### src/rtl/mac_tile_pkg.sv
// Purpose: shared types and arithmetic helpers for the MAC tile sequencer and its lanes.
// Latency: n/a (types and constant/combinational functions only).
// Backpressure: n/a.
// Contents: FSM state enum, ACC_MAX/ACC_MIN limits, saturating add used when MAC_TILE_SAT_EN is defined.
package mac_tile_pkg;

    typedef enum logic [2:0] {
        IDLE   = 3'd0,
        LOAD_W = 3'd1,
        STREAM = 3'd2,
        DRAIN  = 3'd3,
        DONE   = 3'd4
    } state_t;

    // Limits are returned in a 64-bit signed container so one function serves any ACC_W up to 62.
    function automatic logic signed [63:0] acc_max(input int acc_w);
        return (64'sd1 <<< (acc_w - 1)) - 64'sd1;
    endfunction

    function automatic logic signed [63:0] acc_min(input int acc_w);
        return -(64'sd1 <<< (acc_w - 1));
    endfunction

    // Full-precision add, then clamp into the signed acc_w range.
    function automatic logic signed [63:0] sat_add(input logic signed [63:0] a,
                                                   input logic signed [63:0] b,
                                                   input int                 acc_w);
        logic signed [63:0] sum;
        sum = a + b;
        if (sum > acc_max(acc_w)) begin
            return acc_max(acc_w);
        end
        if (sum < acc_min(acc_w)) begin
            return acc_min(acc_w);
        end
        return sum;
    endfunction

endpackage

### src/rtl/mac_lane.sv
// Purpose: one MAC lane -- weight buffer, signed multiplier, accumulator (and sticky overflow flag).
// Latency: weight write and accumulate both take effect at the next clk edge; buffer read is combinational.
// Backpressure: none; the sequencer only pulses w_we/mac_en on accepted handshakes.
// Ports: clk/rst; clr zeroes acc (and ovf); w_we/w_addr/w_din write the buffer; mac_en/rd_addr/a_din
//        accumulate a_din*buf[rd_addr]; acc is the running sum; ovf exists only with MAC_TILE_SAT_EN.
module mac_lane
    import mac_tile_pkg::*;
#(
    parameter int W     = 8,
    parameter int ACC_W = 16,
    parameter int AW    = 4
) (
    input  logic             clk,
    input  logic             rst,
    input  logic             clr,
    input  logic             w_we,
    input  logic [AW-1:0]    w_addr,
    input  logic [W-1:0]     w_din,
    input  logic             mac_en,
    input  logic [AW-1:0]    rd_addr,
    input  logic [W-1:0]     a_din,
    output logic [ACC_W-1:0] acc
`ifdef MAC_TILE_SAT_EN
    ,
    output logic             ovf
`endif
);

    // Weight storage is deliberately not reset: validity is tracked by w_loaded in the sequencer.
    logic [W-1:0] w_mem [2**AW];

    always_ff @(posedge clk) begin
        if (w_we) begin
            w_mem[w_addr] <= w_din;
        end
    end

    logic signed [2*W-1:0]   prod;
    logic signed [ACC_W-1:0] acc_q;

    assign prod = $signed(a_din) * $signed(w_mem[rd_addr]);
    assign acc  = acc_q;

`ifdef MAC_TILE_SAT_EN
    logic signed [63:0] sum_full;
    logic signed [63:0] sum_sat;
    logic               ovf_q;

    assign sum_full = 64'(acc_q) + 64'(prod);
    assign sum_sat  = sat_add(64'(acc_q), 64'(prod), ACC_W);
    assign ovf      = ovf_q;

    always_ff @(posedge clk or posedge rst) begin
        if (rst) begin
            acc_q <= '0;
            ovf_q <= 1'b0;
        end else if (clr) begin
            acc_q <= '0;
            ovf_q <= 1'b0;
        end else if (mac_en) begin
            acc_q <= sum_sat[ACC_W-1:0];
            // Flag only when clamping actually changed the result.
            ovf_q <= ovf_q | (sum_sat != sum_full);
        end
    end
`else
    logic signed [ACC_W-1:0] prod_ext;

    // Signed size cast sign-extends the 2W product into the accumulator width.
    assign prod_ext = ACC_W'(prod);

    always_ff @(posedge clk or posedge rst) begin
        if (rst) begin
            acc_q <= '0;
        end else if (clr) begin
            acc_q <= '0;
        end else if (mac_en) begin
            acc_q <= acc_q + prod_ext;   // wraps modulo 2^ACC_W
        end
    end
`endif

endmodule

### src/rtl/mac_tile_sequencer.sv
// Purpose: sequences weight load, activation streaming and result drain over N_MACS parallel MAC lanes.
// Latency: last activation handshake to first res_valid is 1 cycle; drain emits one lane per accepted cycle.
// Backpressure: valid/ready on all three streams; res_data/res_lane/res_last hold while res_ready is low.
// Ports: clk, rst (async, active-high); start/k_len/reuse_w job request; abort cancel;
//        w_valid/w_ready/w_data weight rows; a_valid/a_ready/a_data activations;
//        res_valid/res_ready/res_data/res_lane/res_last results; busy, done; ovf per lane.
// Config: MAC_TILE_SAT_EN -- saturating accumulation and the ovf port; undefined gives wrapping, no ovf.
module mac_tile_sequencer
    import mac_tile_pkg::*;
#(
    parameter  int W      = 8,
    parameter  int ACC_W  = 16,
    parameter  int N_MACS = 4,
    parameter  int K_MAX  = 16,
    localparam int KW     = $clog2(K_MAX + 1),
    localparam int LW     = (N_MACS > 1) ? $clog2(N_MACS) : 1
) (
    input  logic                clk,
    input  logic                rst,
    input  logic                start,
    input  logic [KW-1:0]       k_len,
    input  logic                reuse_w,
    input  logic                abort,
    input  logic                w_valid,
    output logic                w_ready,
    input  logic [N_MACS*W-1:0] w_data,
    input  logic                a_valid,
    output logic                a_ready,
    input  logic [W-1:0]        a_data,
    output logic                res_valid,
    input  logic                res_ready,
    output logic [ACC_W-1:0]    res_data,
    output logic [LW-1:0]       res_lane,
    output logic                res_last,
    output logic                busy,
    output logic                done
`ifdef MAC_TILE_SAT_EN
    ,
    output logic [N_MACS-1:0]   ovf
`endif
);

    // Buffer address width; k never exceeds K_MAX-1 while addressing, so the low bits suffice.
    localparam int AW = (K_MAX > 1) ? $clog2(K_MAX) : 1;

    state_t        state_q;
    state_t        state_d;
    logic [KW-1:0] klen_q;
    logic [KW-1:0] k_cnt;
    logic [KW-1:0] k_cnt_inc;
    logic [KW-1:0] klen_clamp;
    logic [LW-1:0] lane_cnt;
    logic          w_loaded;
    logic          k_last;
    logic          lane_last;
    logic          job_accept;
    logic          w_hs;
    logic          a_hs;
    logic          r_hs;
    logic          lane_clr;

    logic [ACC_W-1:0] acc_arr [N_MACS];

    // Stream handshakes are suppressed by abort so a cancelled cycle has no side effects.
    assign w_ready   = (state_q == LOAD_W);
    assign a_ready   = (state_q == STREAM);
    assign res_valid = (state_q == DRAIN);
    assign busy      = (state_q != IDLE);
    assign done      = (state_q == DONE);

    assign w_hs = w_valid && w_ready && !abort;
    assign a_hs = a_valid && a_ready && !abort;
    assign r_hs = res_valid && res_ready && !abort;

    assign k_cnt_inc  = k_cnt + KW'(1);
    assign k_last     = (k_cnt_inc == klen_q);
    assign lane_last  = (lane_cnt == LW'(N_MACS - 1));
    assign klen_clamp = (k_len > KW'(K_MAX)) ? KW'(K_MAX) : k_len;

    assign res_lane = lane_cnt;
    assign res_last = res_valid && lane_last;

    // FSM next-state logic.
    always_comb begin
        state_d    = state_q;
        job_accept = 1'b0;
        case (state_q)
            IDLE: begin
                if (start) begin
                    job_accept = 1'b1;
                    if (k_len == '0) begin
                        state_d = DRAIN;
                    end else if (reuse_w && w_loaded) begin
                        state_d = STREAM;
                    end else begin
                        state_d = LOAD_W;
                    end
                end
            end
            LOAD_W: begin
                if (w_hs && k_last) begin
                    state_d = STREAM;
                end
            end
            STREAM: begin
                if (a_hs && k_last) begin
                    state_d = DRAIN;
                end
            end
            DRAIN: begin
                if (r_hs && lane_last) begin
                    state_d = DONE;
                end
            end
            DONE: begin
                state_d = IDLE;
            end
            default: begin
                state_d = IDLE;
            end
        endcase
        if (abort) begin
            state_d    = IDLE;
            job_accept = 1'b0;
        end
    end

    always_ff @(posedge clk or posedge rst) begin
        if (rst) begin
            state_q <= IDLE;
        end else begin
            state_q <= state_d;
        end
    end

    // Job length, element counter, drain lane counter and weight-valid tracking.
    always_ff @(posedge clk or posedge rst) begin
        if (rst) begin
            klen_q   <= '0;
            k_cnt    <= '0;
            lane_cnt <= '0;
            w_loaded <= 1'b0;
        end else if (abort) begin
            klen_q   <= '0;
            k_cnt    <= '0;
            lane_cnt <= '0;
            // A partial load leaves the buffer inconsistent, so it can no longer be reused.
            if (state_q == LOAD_W) begin
                w_loaded <= 1'b0;
            end
        end else begin
            if (job_accept) begin
                klen_q   <= klen_clamp;
                k_cnt    <= '0;
                lane_cnt <= '0;
            end
            if (w_hs) begin
                k_cnt <= k_last ? '0 : k_cnt_inc;
                if (k_last) begin
                    w_loaded <= 1'b1;
                end
            end
            if (a_hs) begin
                k_cnt <= k_last ? '0 : k_cnt_inc;
            end
            if (r_hs) begin
                lane_cnt <= lane_last ? '0 : lane_cnt + LW'(1);
            end
        end
    end

    assign lane_clr = job_accept || abort;

    for (genvar j = 0; j < N_MACS; j++) begin : g_lane
        mac_lane #(
            .W     (W),
            .ACC_W (ACC_W),
            .AW    (AW)
        ) u_lane (
            .clk     (clk),
            .rst     (rst),
            .clr     (lane_clr),
            .w_we    (w_hs),
            .w_addr  (k_cnt[AW-1:0]),
            .w_din   (w_data[j*W +: W]),
            .mac_en  (a_hs),
            .rd_addr (k_cnt[AW-1:0]),
            .a_din   (a_data),
            .acc     (acc_arr[j])
`ifdef MAC_TILE_SAT_EN
            ,
            .ovf     (ovf[j])
`endif
        );
    end

    // Result mux; lane_cnt only moves on a handshake, which keeps the outputs stable under stall.
    always_comb begin
        res_data = '0;
        if (res_valid) begin
            for (int j = 0; j < N_MACS; j++) begin
                if (lane_cnt == LW'(j)) begin
                    res_data = acc_arr[j];
                end
            end
        end
    end

endmodule

### config.mk
export PLATFORM = sky130hd
export DESIGN_NAME = mac_tile_sequencer
export DESIGN_NICKNAME = d
export VERILOG_FILES = /design/src/rtl/mac_tile_pkg.sv /design/src/rtl/mac_lane.sv /design/src/rtl/mac_tile_sequencer.sv
export SDC_FILE = /design/constraint.sdc
export NUM_CORES = 1
export LEC_CHECK = 0
export BUFFER_PORTS_ARGS = -buffer_cell sky130_fd_sc_hd__clkbuf_2
export CORE_UTILIZATION = 55
export DETAILED_ROUTE_END_ITERATION = 16
export PLACE_DENSITY = 0.82
export SYNTH_ARGS = -nofsm -noshare
export SYNTH_HDL_FRONTEND = slang
export SYNTH_SLANG_ARGS = --single-unit
export TNS_END_PERCENT = 5
### constraint.sdc
create_clock -name clk -period 5.7 [get_ports clk]
set_input_delay 1.14 -clock clk [delete_from_list [all_inputs] [get_ports clk]]
set_output_delay 1.14 -clock clk [all_outputs]
set_load 0.005 [all_outputs]
### Word-level counts from Yosys, hierarchy flattened

Memory sizes are Yosys's and may differ from the RTL's.
Cells that the tools add are included.

* bits in registers: 80
* memory bits (writable): 512
* logic and storage cells: 104
* memories: 4

* $add $sub $neg: 6
* multiply operators: 4
* order comparisons: 1
* equal/unequal tests: 13
* mux-type cells: 42
* reduce and logical (&&, ||, !) cells: 25

Memories
* g_lane[0].u_lane.w_mem: words 16, width 8, rd ports 1, clocked after memory_dff 0, write ports 1, line mac_lane.sv:30 `logic [W-1:0] w_mem [2**AW];`
* g_lane[1].u_lane.w_mem: words 16, width 8, rd ports 1, clocked after memory_dff 0, write ports 1, line mac_lane.sv:30
* g_lane[2].u_lane.w_mem: words 16, width 8, rd ports 1, clocked after memory_dff 0, write ports 1, line mac_lane.sv:30
* g_lane[3].u_lane.w_mem: words 16, width 8, rd ports 1, clocked after memory_dff 0, write ports 1, line mac_lane.sv:30

Operator list (count)
* 2-to-1 mux 16 bit: 13
* adder 16 bit: 4
* multiplier 8 x 8 -> 16 bit: 4
* 2-to-1 mux 5 bit: 8
* 2-to-1 mux 3 bit: 5
* 2-to-1 mux 2 bit: 6
* case mux 3 bit (4 select lines): 1
* logical AND 1 bit: 11
* 2-to-1 mux 1 bit: 9
* inequality test 3 x 2 -> 1 bit, second input constant: 3
* nonzero test 2 bit: 4
* == test 3 x 2 -> 1 bit, second input constant: 2
* nonzero test 3 bit: 2
* adder 5 x 1 -> 5 bit, second input constant: 1
* == test 5 bit: 1
* greater-than comparator 5 bit, second input constant: 1
* logical NOT 5 bit: 1
* == test 2 bit, second input constant: 2
* AND reduction 4 bit: 1
* nonzero test 4 bit: 1
* == test 3 x 1 -> 1 bit, second input constant: 1
* == test 3 bit, second input constant: 1
* logical NOT 3 bit: 1
* inequality test 3 bit, second input constant: 1
* other kinds (7): 7

### Logic depth before layout (Yosys ltp)

* depth after elaboration: 7
* mapped depth: 25
* mapped depth without buffers: 21

### Cells and area by module

From an unflattened synthesis, not the netlist that was laid out.

* cells, all modules: 2478
* area total of the unflattened synthesis: 35779.3 um^2

By module, submodules not included
* mac_lane (g_lane[1].u_lane): instances 1, cells an instance 567, area an instance 8559.5 um^2, seq. area each 4244.1 um^2
* mac_lane (g_lane[3].u_lane): instances 1, cells an instance 566, area an instance 8550.7 um^2, seq. area each 4244.1 um^2
* mac_lane (g_lane[2].u_lane): instances 1, cells an instance 566, area an instance 8536.9 um^2, seq. area each 4244.1 um^2
* mac_lane (g_lane[0].u_lane): instances 1, cells an instance 566, area an instance 8534.4 um^2, seq. area each 4244.1 um^2
* mac_tile_sequencer: instances 1, cells an instance 213, area an instance 1597.8 um^2, seq. area each 400.4 um^2

### Worst setup path after synthesis

No wires, ideal clock.

* path kind: reg2reg
* start point: reg k_cnt[1]
* end point: reg g_lane[1].u_lane.acc_q[12]
* setup time: 0.069 ns
* arrival time: 6.075 ns
* data required time: 5.631 ns
* path slack: -0.444 ns
* stages on the path, launching flop included: 21
* path buffers: 3
* period minus slack after synthesis: 6.144 ns
* cells stage by stage: dfrtp_1 clkbuf_1 clkbuf_1 buf_2 mux4_2 mux4_2 and2_1 fa_1 inv_1 fa_1 inv_1 fa_1 fa_1 fa_1 ha_1 o21ai_0 nand2b_1 a21o_1 a31o_2 or4b_1 nand3_1

* word-level cells in the longest chain between the ends: 5

RTL lines
* from (decl): line mac_tile_sequencer.sv:49 `logic [KW-1:0] k_cnt;`
* from (signal assigned): line mac_tile_sequencer.sv:158 `k_cnt <= k_last ? '0 : k_cnt_inc;`
* from (signal assigned): line mac_tile_sequencer.sv:164 `k_cnt <= k_last ? '0 : k_cnt_inc;`
* memory read (16 x 8 bit)
* multiplier 8 x 8 -> 16 bit: line mac_lane.sv:41 `assign prod = $signed(a_din) * $signed(w_mem[rd_addr]);`
* adder 16 bit: line mac_lane.sv:78 `acc_q <= acc_q + prod_ext;`
* 2-to-1 mux 16 bit: line mac_lane.sv:77 `end else if (mac_en) begin`
* 2-to-1 mux 16 bit: line mac_lane.sv:75 `end else if (clr) begin`
* to (signal assigned): line mac_lane.sv:78
* to (decl): line mac_lane.sv:39 `logic signed [ACC_W-1:0] acc_q;`

Every way passes these cells. The select of a mux whose other input is x is not followed.
A chain may end at the register's enable or synchronous reset.

### Worst setup path after layout

* start point: reg k_cnt[0]
* end point: reg g_lane[1].u_lane.acc_q[15]

Same word-level chain as after synthesis.

==> run summary <==
The global-route congestion overflow total came out at 0. The antenna violation net count after detailed routing is 0. The total via count in the routed design is 21900. The final count of negative-setup-slack endpoints is 31.

The number of distinct standard cells referenced by the synthesized netlist is 59. The slack of the critical path is -635 ps. The DRC violations left is 0.

CTS placed an instance of sky130_fd_sc_hd__clkbuf_16 at the clock tree root. The TritonCTS buffer count is 57. The detailed-route wire length came out at 92.0 mm. The final hold violation count came out at 0. The core region is 63100 sq um. The fraction of final layout cells with drive strength greater than 1 is 24.9%. The via count of the first global-routing pass is 23100. The maximum buffer depth of the clock tree came out at 3. The average vias per placed instance came out at 5.97. The flow ran to the end, but the final reports show violations. The tightest min-delay check is of the flop to flop type. The number of placed instances with taps included came out at 3527. The worst clock skew on the final layout is 62.5 ps. The startpoint identified for the worst register-to-register timing path is k_cnt[0]. The maximum clock rate came out at 158 MHz.

The initial antenna violation count is 2. The share of the core filled with cells is 65.0%. The synthesis-to-layout area growth came out at 16.5%. Measured along the y axis, the die boundary spans 255 microns. The worst relative slew slack came out at 36.7%. The TritonCTS sink count came out at 592. The final number of max-transition violations came to 0. The startpoint type of the worst setup path is a flop. The maximum level of the CTS H-tree is 2.

The sequential-to-total area share from yosys stat came out at 49.4%. For the worst setup path, the data required time is 6210 ps. The number of port buffers came out at 76. The half-perimeter wire length after placement came out at 59.5 mm. The async set or reset register ratio after synthesis is 13.5%. The largest total area in the synthesized netlist belongs to sky130_fd_sc_hd__edfxtp_1. The launch instance of the worst min-delay path is g_lane[2].u_lane.acc[2].

The floorplan step set the die width to 255 microns. The global-route wire length before repair came out at 137 mm. The top-level I/O count came out at 77.

The slew at the pin closest to its max-slew limit is 947 ps. For this run, the number of Yosys warnings is 0. By area the synthesized netlist is led by sky130_fd_sc_hd__edfxtp_1 44%, sky130_fd_sc_hd__fa_1 16%, sky130_fd_sc_hd__mux4_2 10%, sky130_fd_sc_hd__dfrtp_1 5.7%, sky130_fd_sc_hd__ha_1 5.5%. The global-route usage over all layers came out at 28.6%. The compound-cell area share of the yosys netlist is 4.00%. After layout, the minimum clock period comes to 6340 ps. Entering global routing, the biggest net connects 84 pins. The worst setup path is captured at a flop. By area, the combinational part of the netlist is dominated by adder cells. After detailed routing, the average wire length per cell comes to 25.1 microns. The synthesized netlist devotes 21.7% of its cell area to adder and majority cells. The checks that failed: setup timing. The beginning of the critical path is k_cnt[0]. After the last flow step, the layout net total stands at 3264. For this configuration, the core starts out at a cell density of 55.8%. Max-cap violations in this run came to 0. The signal arrival time at the worst endpoint came out at 6850 ps.

The detailed-routing iteration count for the pre-antenna-repair pass came out at 7. The cell count after synthesis came out at 2465. The post-synthesis mux area share came out at 10.4%. The area fraction of the dominant cell type after synthesis came out at 43.7%.

Of all nets on the critical path, the largest fanout is 9. Row generation in the floorplan step produced 92 rows. Counting every net in the synthesized netlist gives 2958. The setup path with the least slack is of type flop to flop.

The post-synthesis share of cell area spent on and, or, nand and nor gates came out at 7.89%. The first routing iteration left 2018 violations. The area of the die is 65000 sq um.

The final estimated routing congestion in global placement came out at 0.890. The post-synthesis area per instance came out at 14.3 sq um. Counting flops with a built-in enable in the synthesized netlist gives 512.

The parity-gate share of the synthesized area counting xor and xnor cells is 1.91%. The mapped cell area came out at 35200 sq um. The clock transition time at the flip-flop clock pins of the worst setup and hold paths came out at 70 ps. Setup repair after global routing could not meet its margin everywhere. For the worst-skew pair, the clock arrives at the later sink with an insertion delay of 660 ps. The most used flip-flop cell after synthesis is sky130_fd_sc_hd__edfxtp_1.

The count of state elements after synthesis is 592. The share of the clock period used by the worst path is 111%. The TritonCTS clock tree is built.

The final cell count without fillers came out at 3667.
==> area by class of cell <==
type	instances	area, sq um
Antenna cell	2	5.00
Timing Repair Buffer	350	2920
Tap cell	846	1060
Sequential cell	592	17400
Multi-Input combinational cell	1464	16500
Fill cell	4266	22100
Clock inverter	45	485
Clock buffer	62	1450
Inverter	306	1150
==> per-stage QoR <==
| step | setup TNS [ps] | instance area (sq um) | setup slack (ps) | hold slack, ps |
|---|---|---|---|---|
| floorplan | -3240 | 35300 | -287 | 467 |
| global placement | -9380 | 38300 | -634 | 480 |
| detailed placement | -14400 | 38300 | -731 | 489 |
| CTS | -11860 | 40400 | -600 | 505 |
| global route | -18860 | 41000 | -842 | 544 |
| finish | -12100 | 41000 | -635 | 502 |
==> layer usage <==
metal / track usage [%] / wire length (microns)
met1: 35.0 / 32700
met2: 49.6 / 47300
met3: 4.79 / 7010
met4: 13.8 / 5010
met5: 0 / 11
==> worst paths after layout <==
kind / depth (start not counted) / slack [ps] / endpoint
setup / recovery: 21 / -640 / g_lane[1].u_lane.acc[15]
hold reg to reg: 2 / 500 / g_lane[2].u_lane.acc[2]
hold / removal: 2 / 500 / g_lane[2].u_lane.acc[2]
setup reg to reg: 21 / -640 / g_lane[1].u_lane.acc[15]
min in group asynchronous: 2 / 570 / klen_q[2]
max in group asynchronous: 3 / 3930 / g_lane[2].u_lane.acc[12]
==> timing repair <==
| item | in CTS | in global routing |
|---|---|---|
| pin swaps | 4 | 20 |
| buffers inserted | 4 | 22 |
| gates cloned | 1 | 4 |
| setup endpoints to repair | 33 | 37 |
| hold buffers | 0 | 0 |
| hold endpoints to repair | 0 | 0 |
| gates resized for setup | 26 | 72 |
==> cells in the mapped netlist, types with 13 or more instances <==
library cell               instances
sky130_fd_sc_hd__nand3_1          68
sky130_fd_sc_hd__ha_1            156
sky130_fd_sc_hd__nor2_1          103
sky130_fd_sc_hd__nand2_1         159
sky130_fd_sc_hd__and2_1          154
sky130_fd_sc_hd__clkbuf_1         67
sky130_fd_sc_hd__xor2_1           14
sky130_fd_sc_hd__mux4_2          156
sky130_fd_sc_hd__inv_1           298
sky130_fd_sc_hd__edfxtp_1        512
sky130_fd_sc_hd__a31oi_1          15
sky130_fd_sc_hd__a21oi_1          47
sky130_fd_sc_hd__xnor2_1          61
sky130_fd_sc_hd__a211oi_1         23
sky130_fd_sc_hd__buf_2            21
sky130_fd_sc_hd__nor3_1           15
sky130_fd_sc_hd__o21ai_0          65
sky130_fd_sc_hd__a21o_1           13
sky130_fd_sc_hd__dfrtp_1          80
sky130_fd_sc_hd__fa_1            284
==> sequential cells by signal (all words and copies together), names as in the netlist <==
signal,flops
g_lane.u_lane.acc,64
w_loaded,1
k_cnt,5
klen_q,5
res_lane,2
g_lane.u_lane.w_mem,512
state_q,3
==> critical path: stages (launching register included) <==
cell and delay [ps]:
sky130_fd_sc_hd__dfrtp_4 510, sky130_fd_sc_hd__buf_6 150, sky130_fd_sc_hd__buf_12 140, sky130_fd_sc_hd__buf_4 150
sky130_fd_sc_hd__mux4_2 460, sky130_fd_sc_hd__mux4_2 540, sky130_fd_sc_hd__and2_4 190, sky130_fd_sc_hd__fa_1 540
sky130_fd_sc_hd__inv_2 60, sky130_fd_sc_hd__fa_1 510, sky130_fd_sc_hd__inv_1 50, sky130_fd_sc_hd__fa_1 470
sky130_fd_sc_hd__fa_1 480, sky130_fd_sc_hd__fa_1 530, sky130_fd_sc_hd__ha_4 210, sky130_fd_sc_hd__o21ai_1 100
sky130_fd_sc_hd__nor2_1 100, sky130_fd_sc_hd__nor4_2 320, sky130_fd_sc_hd__o21bai_2 140, sky130_fd_sc_hd__a311oi_2 270
sky130_fd_sc_hd__xnor2_1 160, sky130_fd_sc_hd__o21ai_1 80
==> cells in the final DEF (no fill, tap or decap), drive strengths merged, types with 32 or more instances in the layout <==
cell / instances
mux4: 156
buf: 270
fa: 284
nor2: 103
nand3: 69
xnor2: 61
clkinv: 32
edfxtp: 512
ha: 156
dfrtp: 80
nand2: 159
a21oi: 47
and2: 154
o21ai: 73
inv: 308
clkbuf: 142
==> logic make-up (layout without fill, tap and decap cells) <==
logic type	count (synthesis)	after routing
AOI/OAI and AO/OA	220	220
xor gates and xnor gates	76	76
adders and majority gates	440	440
buffers and inverters	409	763
DFF	592	592
muxes	170	170
other	0	2
and+or+nand+nor	558	558
Power is left out: the tool's default activity adds up to more than one toggle a clock period on the data nets, which glitch-free logic cannot reach.
